File: config.mk
export PLATFORM = sky130hd
export DESIGN_NAME = dmem_lsu
export DESIGN_NICKNAME = d
export VERILOG_FILES = /design/src/rtl/dmem_pkg.sv /design/src/rtl/dmem_load_align.sv /design/src/rtl/dmem_lsu.sv
export SDC_FILE = /design/constraint.sdc
export NUM_CORES = 1
export LEC_CHECK = 0
export CORE_MARGIN = 1
export CORE_UTILIZATION = 25
export DETAILED_ROUTE_END_ITERATION = 8
export SYNTH_ARGS = -nofsm -noshare
export SYNTH_HDL_FRONTEND = slang
export SYNTH_SLANG_ARGS = --single-unit
export TNS_END_PERCENT = 5
File: constraint.sdc
create_clock -name i_clk -period 5.6 [get_ports i_clk]
set_clock_uncertainty 0.15 [all_clocks]
set_input_delay 1.12 -clock i_clk [delete_from_list [all_inputs] [get_ports i_clk]]
set_output_delay 1.12 -clock i_clk [all_outputs]
set_load 0.01 [all_outputs]
File: src/rtl/dmem_pkg.sv
// Shared constants for the data-memory load/store unit: RV32I width codes,
// access sizes and the request FSM encoding.
package dmem_pkg;

  localparam logic [2:0] F3_B  = 3'b000;
  localparam logic [2:0] F3_H  = 3'b001;
  localparam logic [2:0] F3_W  = 3'b010;
  localparam logic [2:0] F3_BU = 3'b100;
  localparam logic [2:0] F3_HU = 3'b101;

  localparam logic [2:0] SIZE_NONE = 3'd0;
  localparam logic [2:0] SIZE_B    = 3'd1;
  localparam logic [2:0] SIZE_H    = 3'd2;
  localparam logic [2:0] SIZE_W    = 3'd4;

  typedef enum logic [1:0] {
    ST_IDLE      = 2'd0,
    ST_LOAD_WAIT = 2'd1,
    ST_RESP      = 2'd2
  } state_t;

  // Bytes touched by an access; SIZE_NONE marks an illegal width code.
  function automatic logic [2:0] access_size(input logic we, input logic [2:0] funct3);
    logic [2:0] size;
    size = SIZE_NONE;
    case (funct3)
      F3_B:    size = SIZE_B;
      F3_H:    size = SIZE_H;
      F3_W:    size = SIZE_W;
      F3_BU:   size = we ? SIZE_NONE : SIZE_B;
      F3_HU:   size = we ? SIZE_NONE : SIZE_H;
      default: size = SIZE_NONE;
    endcase
    return size;
  endfunction

endpackage

File: src/rtl/dmem_load_align.sv
// Rotates the four byte-lane read bytes back into access order and applies
// the sign or zero extension selected by the load width code.
module dmem_load_align
  import dmem_pkg::*;
(
  input  logic [31:0] i_lane_dout,
  input  logic [1:0]  i_offset,
  input  logic [2:0]  i_funct3,
  input  logic        i_err,
  output logic [31:0] o_data
);

  logic [31:0] w_rot;

  genvar gi;
  generate
    for (gi = 0; gi < 4; gi++) begin : g_byte
      logic [1:0] w_lane;
      assign w_lane = i_offset + 2'(gi);
      assign w_rot[8*gi +: 8] = i_lane_dout[8*w_lane +: 8];
    end
  endgenerate

  always_comb begin
    o_data = '0;
    if (!i_err) begin
      case (i_funct3)
        F3_B:    o_data = {{24{w_rot[7]}}, w_rot[7:0]};
        F3_BU:   o_data = {24'h0, w_rot[7:0]};
        F3_H:    o_data = {{16{w_rot[15]}}, w_rot[15:0]};
        F3_HU:   o_data = {16'h0, w_rot[15:0]};
        F3_W:    o_data = w_rot;
        default: o_data = '0;
      endcase
    end
  end

endmodule

File: src/rtl/dmem_lsu.sv
// Load/store unit in front of four byte-lane RAMs: steers misaligned
// accesses across lanes and returns extended load data two cycles later.
module dmem_lsu
  import dmem_pkg::*;
#(
  parameter int ADDR_WIDTH = 8
) (
  input  logic                        i_clk,
  input  logic                        i_rst,
  input  logic                        i_req_valid,
  output logic                        o_req_ready,
  input  logic                        i_req_we,
  input  logic [2:0]                  i_req_funct3,
  input  logic [ADDR_WIDTH-1:0]       i_req_addr,
  input  logic [31:0]                 i_req_wdata,
  output logic                        o_rsp_valid,
  input  logic                        i_rsp_ready,
  output logic [31:0]                 o_rsp_rdata,
  output logic                        o_rsp_err,
  output logic [4*(ADDR_WIDTH-2)-1:0] o_lane_addr,
  output logic [3:0]                  o_lane_we,
  output logic [3:0]                  o_lane_re,
  output logic [31:0]                 o_lane_din,
  input  logic [31:0]                 i_lane_dout
);

  localparam int WW = ADDR_WIDTH - 2;

  state_t      r_state;
  logic [1:0]  r_offset;
  logic [2:0]  r_funct3;
  logic        r_err;
  logic        r_rsp_valid;
  logic [31:0] r_rsp_rdata;
  logic        r_rsp_err;

  logic          w_accept;
  logic [2:0]    w_size;
  logic [1:0]    w_offset;
  logic [WW-1:0] w_word;
  logic [WW-1:0] w_word_next;
  logic [31:0]   w_load_data;

  assign o_req_ready = (r_state == ST_IDLE) && !i_rst;
  assign w_accept    = i_req_valid && o_req_ready;
  assign w_size      = access_size(i_req_we, i_req_funct3);
  assign w_offset    = i_req_addr[1:0];
  assign w_word      = i_req_addr[ADDR_WIDTH-1:2];
  assign w_word_next = w_word + 1'b1;

  // Lane gi carries access byte (gi - offset) mod 4; lanes below the offset
  // belong to the next word, which wraps silently at the top of memory.
  genvar gi;
  generate
    for (gi = 0; gi < 4; gi++) begin : g_lane
      localparam logic [1:0] LANE = 2'(gi);
      logic [1:0] w_k;
      logic       w_en;
      assign w_k  = LANE - w_offset;
      assign w_en = w_accept && ({1'b0, w_k} < w_size);
      assign o_lane_we[gi] = w_en && i_req_we;
      assign o_lane_re[gi] = w_en && !i_req_we;
      assign o_lane_addr[gi*WW +: WW] = w_accept ? ((LANE < w_offset) ? w_word_next : w_word) : '0;
      assign o_lane_din[8*gi +: 8]    = w_accept ? i_req_wdata[8*w_k +: 8] : 8'h00;
    end
  endgenerate

  dmem_load_align u_align (
    .i_lane_dout (i_lane_dout),
    .i_offset    (r_offset),
    .i_funct3    (r_funct3),
    .i_err       (r_err),
    .o_data      (w_load_data)
  );

  always_ff @(posedge i_clk or posedge i_rst) begin
    if (i_rst) begin
      r_state     <= ST_IDLE;
      r_offset    <= '0;
      r_funct3    <= '0;
      r_err       <= 1'b0;
      r_rsp_valid <= 1'b0;
      r_rsp_rdata <= '0;
      r_rsp_err   <= 1'b0;
    end else begin
      case (r_state)
        ST_IDLE: begin
          if (w_accept && !i_req_we) begin
            r_offset <= w_offset;
            r_funct3 <= i_req_funct3;
            r_err    <= (w_size == SIZE_NONE);
            r_state  <= ST_LOAD_WAIT;
          end
        end
        ST_LOAD_WAIT: begin
          r_rsp_rdata <= w_load_data;
          r_rsp_err   <= r_err;
          r_rsp_valid <= 1'b1;
          r_state     <= ST_RESP;
        end
        ST_RESP: begin
          if (i_rsp_ready) begin
            r_rsp_valid <= 1'b0;
            r_state     <= ST_IDLE;
          end
        end
        default: begin
          r_rsp_valid <= 1'b0;
          r_state     <= ST_IDLE;
        end
      endcase
    end
  end

  assign o_rsp_valid = r_rsp_valid;
  assign o_rsp_rdata = r_rsp_rdata;
  assign o_rsp_err   = r_rsp_err;

endmodule

Word-level counts from Yosys, hierarchy flattened
Index checks and enable logic that the tools add are counted.

storage, ports and cells
  input bits = 80
  logic and storage cells = 90
  bits in registers = 42

cells by class
  add/sub/neg operators = 8
  reduce and logical (&&, ||, !) cells = 24
  magnitude comparators = 8
  shift operators = 8
  eq/ne operators = 12
  multiplexer cells = 22
  bitwise gates (word level) = 1

operator list
  kind                                                 number
  variable part select 32 x 6 -> 8 bit                 8
  one-hot mux 32 bit (5 select lines)                  1
  2-to-1 mux 6 bit                                     8
  2-to-1 mux 32 bit                                    1
  2-to-1 mux 8 bit                                     4
  logical AND 1 bit                                    15
  one-hot mux 3 bit (5 select lines)                   1
  equality test 3 bit, second input constant           4
  < comparator 2 x 3 -> 1 bit                          4
  logical NOT 3 bit                                    3
  adder 6 x 1 -> 6 bit, second input constant          1
  equality test 3 x 1 -> 1 bit, second input constant  2
  equality test 3 x 2 -> 1 bit, second input constant  2
  2-to-1 mux 2 bit                                     3
  one-hot mux 2 bit (3 select lines)                   1
  AND reduction 2 bit                                  3
  adder 2 bit, second input constant                   2
  < comparator 1 x 2 -> 1 bit, first input constant    2
  < comparator 2 bit, first input constant             2
  subtractor 1 x 2 -> 2 bit, first input constant      2
  subtractor 2 bit, first input constant               2
  one-hot mux 1 bit (3 select lines)                   1
  adder 2 x 1 -> 2 bit, second input constant          1
  equality test 2 x 1 -> 1 bit, second input constant  1
  7 further kinds                                      9

Depth between registers and ports, before layout
Gate-level depths: netlist of the first run.

  depth after elaboration = 6
  depth in mapped cells = 12
  mapped depth without buffers = 7

Modules after synthesis
From an unflattened synthesis of the first run, not the netlist that was laid out.

second synthesis, totals
  cells, all modules = 396
  area, all modules = 4503.1 µm²

by module, submodules not included
  module           cells each  seq. area each (µm²)  times used  area an instance (µm²)
  dmem_lsu         277         1051.0                1           3235.6
  dmem_load_align  119         0.0                   1           1267.5

Worst setup path before layout of the first run
No wires, ideal clock.

  path kind = input port to output port
  from = input port i_req_addr[1]
  to = output port o_lane_re[2]
  arrival time = 3634 ps
  setup slack = 696 ps
  stages on the path = 12
  buffers on the path = 5
  cell sequence = clkbuf_1 -> buf_2 -> buf_2 -> inv_1 -> ha_1 -> clkbuf_1 -> clkbuf_1 -> inv_1 -> ha_1 -> a21oi_1 -> nor2_1 -> nor2_1

on the way
  cells in the longest elaborated chain, start to end = 4

RTL lines
  item                         line            text
  start, declared              dmem_lsu.sv:14  input logic [ADDR_WIDTH-1:0] i_req_addr,
  subtractor 2 bit             dmem_lsu.sv:59  assign w_k = LANE - w_offset;
  < comparator 2 x 3 -> 1 bit  dmem_lsu.sv:60  assign w_en = w_accept && ({1'b0, w_k} < w_size);
  logical AND 1 bit            dmem_lsu.sv:60
  logical AND 1 bit            dmem_lsu.sv:62  assign o_lane_re[gi] = w_en && !i_req_we;
  end, declared                dmem_lsu.sv:22  output logic [3:0] o_lane_re,

No other way between the ends.

Final worst setup path of the first run
  from = input port i_req_addr[1]
  to = output port o_lane_din[17]

on the way
  cells in the longest elaborated chain, start to end = 3

RTL lines
  item                                  line            text
  subtractor 2 bit                      dmem_lsu.sv:59
  variable part select 32 x 6 -> 8 bit  dmem_lsu.sv:64  assign o_lane_din[8*gi +: 8] = w_accept ? i_req_wdata[8*w_k +: 8] : 8'h00;
  2-to-1 mux 8 bit                      dmem_lsu.sv:64
  end, declared                         dmem_lsu.sv:23  output logic [31:0] o_lane_din,

No other way between the ends.

==> metrics.yaml, run 1 <==
run_status:
  status: "finished clean"
timing:
  setup_viol: 0
  rsz0062_at_grt: "false"
  max-slew-margin-rel_pct: 21.86
  fin_tns_setup_ns: 0
  hold_violations: 0
  max_freq_mhz: 211.0
  tightest_slew_ns: 1.172
  fin_crit_sh_pct: 84.61
  drv_slew: 0
  period_minus_slack_ns: 4.738
floorplanning:
  core-area_sq_um: 15370
  io_pins: 179
  dieArea_sq_um: 16410
  rows: 45
  start_util_pct: 25.86
  die_w_microns: 128.1
  die_y_microns: 128.1
synth:
  syn_inst: 416
  netlist_area_sq_um: 3975
  yosysMostFrequentCell: "dfrtp_1"
  synth_area_leaders: "dfrtp_1 (26%), mux4_2 (18%), mux2i_1 (9.8%)"
  synth_nets: 503
  yosysTopAreaCellShare_pct: 26.44
  ys_types: 43
  syn_avg_cell_area_sq_um: 9.555
  ys_seq_area_share_pct: 26.44
  synth_area_leader_cell: "dfrtp_1"
  yosys_warnings: 0
  ys_seq_elements: 42
  synth_edf_count: 0
  ys.flop_type: "dfrtp_1"
  synth_commonest_cells: "dfrtp_1 (42), and2_1 (39), mux2i_1 (39), nand2_1 (35), mux4_2 (32)"
  synthArstFlopShare_pct: 100.0
layout:
  fin_nets: 650
  area_delta_synth_final_pct: 52.19
  fin_area_sq_um: 6050
  seq_area_sq_um: 1052
  num_antenna_cells: 0
  final_core_util_pct: 39.36
  drive_gt1_share_pct: 9.752
  fillerInstances: 1537
  multi_input_area_sq_um: 2724
clocking:
  post-cts-setup-buffers: 0
  insertion_delay_ns: 0.28
  cts_buffers: 5
  cts.repair.resized: 0
  cts_tree: "yes"
  root_buffer: "clkbuf_16"
  hold_buffers: 0
  ctsHtreeMaxLevel: 2
  cts_sinks: 42
  clk_pin_slew_worst_paths_ns: 0.06
  cts_buffer_depth: 2
detailed_routing:
  vias_per_cell: 5.031
  dr.pass1.iters: 4
  ant_nets: 0
  finalWirelength_microns: 14130
  drc: 0
  via_count: 3899
  drt_iter0_markers: 165
  post_drt_wl_per_cell_microns: 18.23
worst_setup_path:
  worst-setup-path-type: "primary input to primary output"
  critPathCaptureType: "primary output"
  cp-start-kind: "primary input"
  path_max_fanout: 15
  cp.arrival_ns: 3.47
  crit_required_ns: 4.33
power_and_ir_drop:
  leakage_nw: 2.309
  max-vdd-ir-drop_mv: 0.1292
  pwr_density_cell_nw_per_um2: 264.3
global_route:
  grt_pass1_vias: 3989
  antenna_found_initial: 0
  grt_max_degree: 43
  grt_pass1_wl_microns: 22020
  grt_overflow: 0
  grt_usage_pct: 17.14
placement:
  io_buffer_count: 178
  gp_congestion: 0.7845
  dp_hpwl_microns: 10430
  place_area_sq_um: 5884
hold_path:
  hp-class: "flip-flop to flip-flop"
flow_run:
  cap_violations: 0
-- worst max-delay path: stages --
cell and delay, ns:
clkdlybuf4s50_1 0.48, inv_1 0.08, ha_1 0.36, buf_4 0.27
mux4_2 0.51, and2_1 0.17, clkdlybuf4s50_1 0.48
-- sequential cells by signal, indices dropped and copies added, names as in the netlist --
signal and cells:
o_rsp_rdata 32, r_funct3 3, r_offset 2, r_state 2
o_rsp_err 1, o_rsp_valid 1, r_err 1
-- metrics by stage --
stage	power, mW	cells	hold WS, ns	setup WS [ns]
after CTS	1.623	775	0.3449	0.8507
after detailed placement	1.282	767	0.3292	0.8612
after global placement	1.267	767	0.3240	0.8541
final	1.599	775	0.3392	0.8617
after global routing	1.704	775	0.3688	0.7142
after floorplan	0.8787	416	0.3453	0.6961
-- routing by layer --
layer | share of wire (%) | track usage, % | vias to the layer above
li1 | - | - | 1832
met1 | 42 | 21.42 | 1859
met2 | 47 | 28.93 | 198
met3 | 9.8 | 5.259 | 10
met4 | 1.0 | 3.806 | 0
met5 | 0 | 0 | -
-- path summary, 6_finish.rpt --
path                                 start              end  slack (ns)  depth (start not counted)
max in group asynchronous            i_rst      r_offset[0]        3.66                          3
min in group asynchronous            i_rst       r_state[0]        1.21                          3
min reg2reg                o_rsp_rdata[13]  o_rsp_rdata[13]        0.34                          2
min                        o_rsp_rdata[13]  o_rsp_rdata[13]        0.34                          2
max                          i_req_addr[1]   o_lane_din[17]        0.86                          7
max reg2reg                    r_offset[1]  o_rsp_rdata[16]        2.53                          4
-- final cells by class --
class / count / share of cell area, %
clock buffer: 5 / 2.068
clock inverter: 3 / 0.6618
inverter: 6 / 0.3723
multi-input combinational: 324 / 45.03
sequential: 42 / 17.39
tap: 211 / 4.364
timing repair buffer: 184 / 30.11
-- layout by cell type (no fill, tap or decap), types with 5 or more instances in the layout --
cell	instances
buf_4	6
xor2_1	10
mux4_2	32
a22oi_1	16
nand2_1	35
ha_1	7
clkdlybuf4s50_1	177
o22ai_1	16
nand2b_1	18
dfrtp_1	41
nor2_1	27
o21ai_0	21
a32o_1	7
mux2i_1	39
and2_1	39
a21oi_1	7
a32oi_1	8
clkbuf_16	5
inv_1	6
-- power by group --
part           leakage, nW  internal [mW]  switching [mW]
Combinational         1.68          0.435           0.327
Sequential           0.542          0.402           0.108
Clock               0.0836          0.209           0.119
Total                 2.31           1.05           0.554
-- kinds of logic (layout without fill, tap and decap cells) --
kind of cell	Yosys count	in the layout	share of synthesized area [%]
simple gates	142	142	18.82
fa+ha+maj	7	7	2.203
compound gates	86	86	14.89
xor+xnor	14	14	3.084
flops	42	42	26.44
mux	75	75	29.08
buf+inv	50	198	5.477
No activity file was read; power rests on OpenSTA's default activity.
==> run 2: changes to the inputs <==
- clock period: 5.6 -> 4.9 ns (I/O delays scaled with it)
==> run 2 against run 1 <==
Effect of this change: sequential power is 15% higher; sequential cell count stayed put; utilization is 0.12 points higher; register-to-register slack worse by 0.64 ns; combinational power is 15% higher; count of clock-buffer cells in the layout is 1 higher.
==> metrics.yaml, run 2 (synthesis gave the netlist of run 1 again) <==
placement:
  dp_cells: 769
  place_area_sq_um: 5899
  gp_congestion: 0.8424
  io_buffer_count: 178
  dp_hpwl_microns: 10740
clocking:
  ctsHtreeMaxLevel: 2
  hold_buffers: 0
  insertion_delay_ns: 0.28
  cts_buffers: 5
  root_buffer: "clkbuf_16"
  clk_pin_slew_worst_paths_ns: 0.06
  cts_buffer_depth: 2
  post-cts-setup-buffers: 0
  cts_sinks: 42
  cts_tree: "yes"
  cts.repair.resized: 0
detailed_routing:
  drt_iter0_markers: 210
  post_drt_wl_per_cell_microns: 18.29
  vias_per_cell: 5.120
  finalWirelength_microns: 14190
  via_count: 3973
  dr.pass1.iters: 4
  drc: 0
  ant_nets: 0
global_route:
  top_usage_layer: "met2"
  grt_pass1_wl_microns: 22270
  grt_pass1_vias: 4072
  use_met2_pct: 29.41
  antenna_found_initial: 0
  grt_overflow: 0
  grt_usage_pct: 17.46
  use_met3_pct: 4.758
  grt_max_degree: 38
  use_met1_pct: 22.05
flow_run:
  cap_violations: 0
power_and_ir_drop:
  intPower_mw: 1.209
  sw_frac_of_total_pct: 34.44
  clock_power_share_pct: 20.8
  max-vdd-ir-drop_mv: 0.1457
  leakage_nw: 2.318
  combPwrFrac_pct: 47.4
  pwr_density_cell_nw_per_um2: 303.9
  p_seq_share_pct: 31.8
  power.total_mw: 1.844
  p_sw_mw: 0.6352
timing:
  drv_slew: 0
  fin_tns_setup_ns: 0
  rsz0062_at_grt: "false"
  tightest_slew_ns: 1.210
  max-slew-margin-rel_pct: 19.33
  max_freq_mhz: 229.6
  hold_violations: 0
  fin_crit_sh_pct: 88.89
  period_minus_slack_ns: 4.355
  setup_viol: 0
layout:
  area_delta_synth_final_pct: 52.66
  largest_register_ffs: 32
  fin_area_sq_um: 6068
  layout_common_cells: "clkdlybuf4s50_1 (177), dfrtp_1 (41), mux2i_1 (39), and2_1 (39), nand2_1 (35)"
  seq_area_sq_um: 1052
  num_antenna_cells: 0
  final_core_util_pct: 39.48
  multi_input_area_sq_um: 2724
  drive_gt1_share_pct: 9.912
  fillerInstances: 1532
  layout_commonest_cell: "clkdlybuf4s50_1"
  stdcell_count: 776
  fin_nets: 652
run_status:
  status: "finished clean"
floorplanning:
  start_util_pct: 25.86
  io_pins: 179
  dieArea_sq_um: 16410
  die_y_microns: 128.1
  core-area_sq_um: 15370
  die_w_microns: 128.1
  rows: 45
worst_setup_path:
  r2r_slack_ns: 1.89
  path_max_fanout: 13
  worst-setup-path-type: "primary input to primary output"
  cp.arrival_ns: 3.23
  cp-start-kind: "primary input"
  crit_required_ns: 3.77
  critPathCaptureType: "primary output"
hold_path:
  hp-class: "flip-flop to flip-flop"
[run 2: metrics by stage]
step | hold WS (ns) | setup slack [ns]
6_report | 0.3392 | 0.5446
5_1_grt | 0.3598 | 0.4193
4_1_cts | 0.3415 | 0.5109
3_5_place_dp | 0.3264 | 0.5168
3_3_place_gp | 0.3242 | 0.5479
2_1_floorplan | 0.3453 | 0.2761
[run 2: layout make-up]
type                    instances  share of cell area [%]
repair buffers                186                   30.27
well taps                     211                   4.351
clock inverters                 1                  0.4948
flip-flops and latches         42                   17.34
multi-input cells             324                   44.89
inverters                       6                  0.3711
clock buffers                   6                   2.289
[run 2: metal layers]
metal | vias up | part of all wire (%)
met5 | - | 0.049
met4 | 2 | 1.8
met3 | 14 | 8.7
met2 | 191 | 47
met1 | 1930 | 43
li1 | 1836 | -
[run 2: critical path: stages]
cell             delay (ns)
clkdlybuf4s50_1        0.47
inv_1                  0.07
ha_1                   0.44
buf_4                  0.28
mux4_2                 0.33
and2_1                 0.17
clkdlybuf4s50_1        0.49
[run 2: power by group through the flow]
| stage | combinational [mW] | sequential [mW] | clock, mW |
|---|---|---|---|
| 2_1_floorplan | 0.431 | 0.574 | 0 |
| 3_3_place_gp | 0.868 | 0.584 | 0 |
| 3_5_place_dp | 0.879 | 0.592 | 0 |
| 4_1_cts | 0.884 | 0.585 | 0.395 |
| 5_1_grt | 0.946 | 0.605 | 0.410 |
| 6_report | 0.875 | 0.586 | 0.384 |
[run 2: path summary, 6_finish.rpt]
check,cells after the start,to,start
worst max register to register,4,o_rsp_rdata[16],r_offset[1]
min in group asynchronous,2,r_state[0],i_rst
worst min-delay path,2,o_rsp_rdata[13],o_rsp_rdata[13]
max in group asynchronous,3,o_rsp_rdata[5],i_rst
worst min register to register,2,o_rsp_rdata[13],o_rsp_rdata[13]
worst max-delay path,7,o_lane_din[1],i_req_addr[1]
==> RTL change (config.mk and constraints of run 2) <==
Encoding of `state_t`: now one-hot (3 bits for 3 states).
--- a/src/rtl/dmem_pkg.sv
+++ b/src/rtl/dmem_pkg.sv
@@ -15,6 +15,6 @@
 
-  typedef enum logic [1:0] {
-    ST_IDLE      = 2'd0,
-    ST_LOAD_WAIT = 2'd1,
-    ST_RESP      = 2'd2
+  typedef enum logic [2:0] {
+    ST_IDLE      = 3'b001,
+    ST_LOAD_WAIT = 3'b010,
+    ST_RESP      = 3'b100
   } state_t;
Function: no difference found for any inputs over 10 cycles, from zero or initial values and one cycle with i_rst high; not proved beyond that.
==> RTL change against run 2 <==
Sequential cell count rose by 1; total power fell by 8.8%; cell area rose by 1.2%; worst hold slack improved by 0.0085 ns; worst setup slack got worse by 0.11 ns; routed wire length fell by 5.9%; combinational power fell by 15%; highest routed layer is now met4; largest cell class unchanged; critical path type unchanged; synthesized area rose by 1.8%; first-iteration DRC count fell by 34%; largest power group unchanged.
==> RTL change: results (changes against run 2) <==
.. list-table::
   :header-rows: 1

   * - Metric
     - Value
   * - Net Switching
     - 0.000545 W (-14%)
   * - Clock latency at the later pin of the worst-skew pair
     - 0.28 ns (about the same)
   * - Netlist cell types
     - 53 (+23%)
   * - Worst Path Arrival
     - 3.33 ns (+0.10 ns)
   * - Minimum setup slack among reg-to-reg paths
     - 2.09 ns (+0.20 ns)
   * - Yosys warns
     - 0 (unchanged)
   * - Slowest-stage cell, CP
     - mux4_2
   * - Root buffer cell
     - clkbuf_16
   * - Sequential cell area fraction in the yosys report
     - 26.6% (+0.18 points)
   * - M1 GR Usage
     - 20.0% (-2.0 points)
   * - Relative max-transition margin
     - 26.2% (+6.9 points)
   * - H-tree levels
     - 2 (unchanged)
   * - Maximum buffer depth of the clock tree
     - 2 (unchanged)
   * - Global routing met2 resource utilization
     - 26.9% (-2.6 points)
   * - Clock buffers created by TritonCTS
     - 5 (unchanged)
   * - Worst reg2reg path startpoint
     - r_offset[1]
   * - Wire length of the first global-routing pass
     - 21100 um (-5.4%)
   * - Register-to-Register Path Depth
     - 3 (-1)
   * - Peak supply drop
     - 0.000131 V (-10%)
   * - Number of DRC markers in iteration 0
     - 139 (-34%)
   * - Layout cells sized above 1
     - 12.2% (+2.3 points)
   * - Total GRT Usage
     - 15.9% (-1.6 points)
   * - Routed Wire Length
     - 13400 um (-5.9%)
   * - Static leakage power
     - 2.50 nW (+7.8%)
   * - Initial antenna violation count
     - 0 (unchanged)
   * - Count of port buffers added during placement
     - 178 (unchanged)
   * - Most area-consuming cells after synthesis
     - dfrtp_1 26%, mux4_2 18%, mux2i_1 10%
   * - Launch point of the worst hold path
     - o_rsp_rdata[6]
   * - Clock slew seen by the registers of the worst setup and hold paths
     - 0.06 ns (about the same)
   * - Crit-path max cell delay
     - 0.52 ns (+0.03 ns)
   * - Maximum number of pins on one net before global-route repair
     - 44 (+16%)
   * - Number of nets in the layout
     - 643 (-1.4%)
   * - Largest fanout on the critical path
     - 16 (+3)
   * - Met3 usage in global routing
     - 3.80% (-0.96 points)
   * - Worst hold path endpoint
     - o_rsp_rdata[6]
   * - Antenna diode count
     - 0 (unchanged)
   * - Detailed Routing Iterations Pass 1
     - 4 (unchanged)
   * - HPWL reported at the end of detailed placement
     - 9800 um (-8.8%)
   * - Status
     - finished, final reports clean
   * - Global placer's final weighted congestion
     - 0.833 (-1.1%)
   * - Synthesized net count
     - 494 (-1.8%)
   * - Proportion of synthesized flip-flops having asynchronous set or reset
     - 100% (unchanged)
   * - Depth of the worst hold-timing path
     - 1 (-1)
   * - Synth top cells by count
     - 42 x dfrtp_1, 42 x mux2i_1, 39 x and3_1
   * - Number of vias per cell after detailed routing
     - 5.23 (+2.1%)
   * - CP required
     - 3.77 ns (about the same)
   * - Worst path top cell family by delay
     - buffers and inverters
   * - Number of gates resized after cts
     - 0 (unchanged)
   * - Worst min path class
     - reg2reg
   * - Worst hold slack
     - 0.348 ns (+0.00849 ns)
   * - Predominant post-synthesis flop cell
     - dfrtp_1
   * - Vias in the first global route
     - 4105 (+0.81%)
   * - Worst reg2reg endpoint
     - o_rsp_rdata[27]
==> RTL change: cell count changes in the layout (fill, tap and decap cells not counted), sizes merged, moves of 3 or more <==
cell,change
a221o,+16
a22oi,-15
a32o,-3
and2,-38
and3,+38
buf,+3
mux2,+3
mux2i,+3
nand2,-8
nand2b,-5
nand3,+3
o21ai,-17
==> RTL change: power by group through the flow <==
stage	combinational, W	clock [W]	sequential [W]
2_1_floorplan	0.000410	0	0.000526
6_report	0.000741	0.000386	0.000555
5_1_grt	0.000801	0.000407	0.000570
4_1_cts	0.000745	0.000396	0.000556
3_5_place_dp	0.000740	0	0.000562
3_3_place_gp	0.000734	0	0.000556
==> RTL change: layout make-up <==
type	instances	area, um2
Clock buffer	6	139
Clock inverter	2	35.0
Fill cell	1535	9680
Inverter	7	26.3
Multi-Input combinational cell	310	2740
Sequential cell	43	1080
Tap cell	216	270
Timing Repair Buffer	189	1860
==> RTL change: how the worst max path moves through the flow <==
stage	cells after the start	slack, ns	end	startpoint
after CTS	7	0.42	o_lane_din[19]	i_req_addr[1]
after global placement	7	0.48	o_lane_din[19]	i_req_addr[1]
after floorplan	11	0.37	o_lane_re[2]	i_req_addr[1]
after global routing	8	0.32	o_lane_re[0]	i_req_we
after detailed placement	7	0.42	o_lane_din[19]	i_req_addr[1]
final	7	0.44	o_lane_din[21]	i_req_addr[1]
==> RTL change: cell families (layout without fill, tap and decap cells) <==
kind of cell | Yosys count | count (layout) | share of synthesized area (%)
xor gates and xnor gates | 13 | 13 | 2.81
and+or+nand+nor | 138 | 138 | 18.5
muxes | 81 | 81 | 30.1
AOI/OAI and AO/OA | 71 | 71 | 13.7
buffers and inverters | 54 | 204 | 6.00
adders and majority gates | 7 | 7 | 2.16
DFF | 43 | 43 | 26.6
==> RTL change: stage by stage <==
step / util, % / instances / total power, W / area (um2) / setup WS [ns]
final: 38.8 / 773 / 0.00168 / 6140 / 0.435
after CTS: 38.8 / 773 / 0.00170 / 6140 / 0.421
after global routing: 38.8 / 773 / 0.00178 / 6140 / 0.316
after detailed placement: 37.7 / 765 / 0.00130 / 5970 / 0.424
after floorplan: - / 407 / 0.000935 / 4050 / 0.370
after global placement: 37.7 / 765 / 0.00129 / 5970 / 0.477
==> RTL change: metal layers <==
metal  part of all wire [%]  wire length [um]  vias to the layer above
li1                       -                 -                     1868
met2                     47              6220                      176
met4                    1.7               233                        0
met1                     44              5850                     1976
met3                    7.9              1050                       19
met5                      0                 0                        -
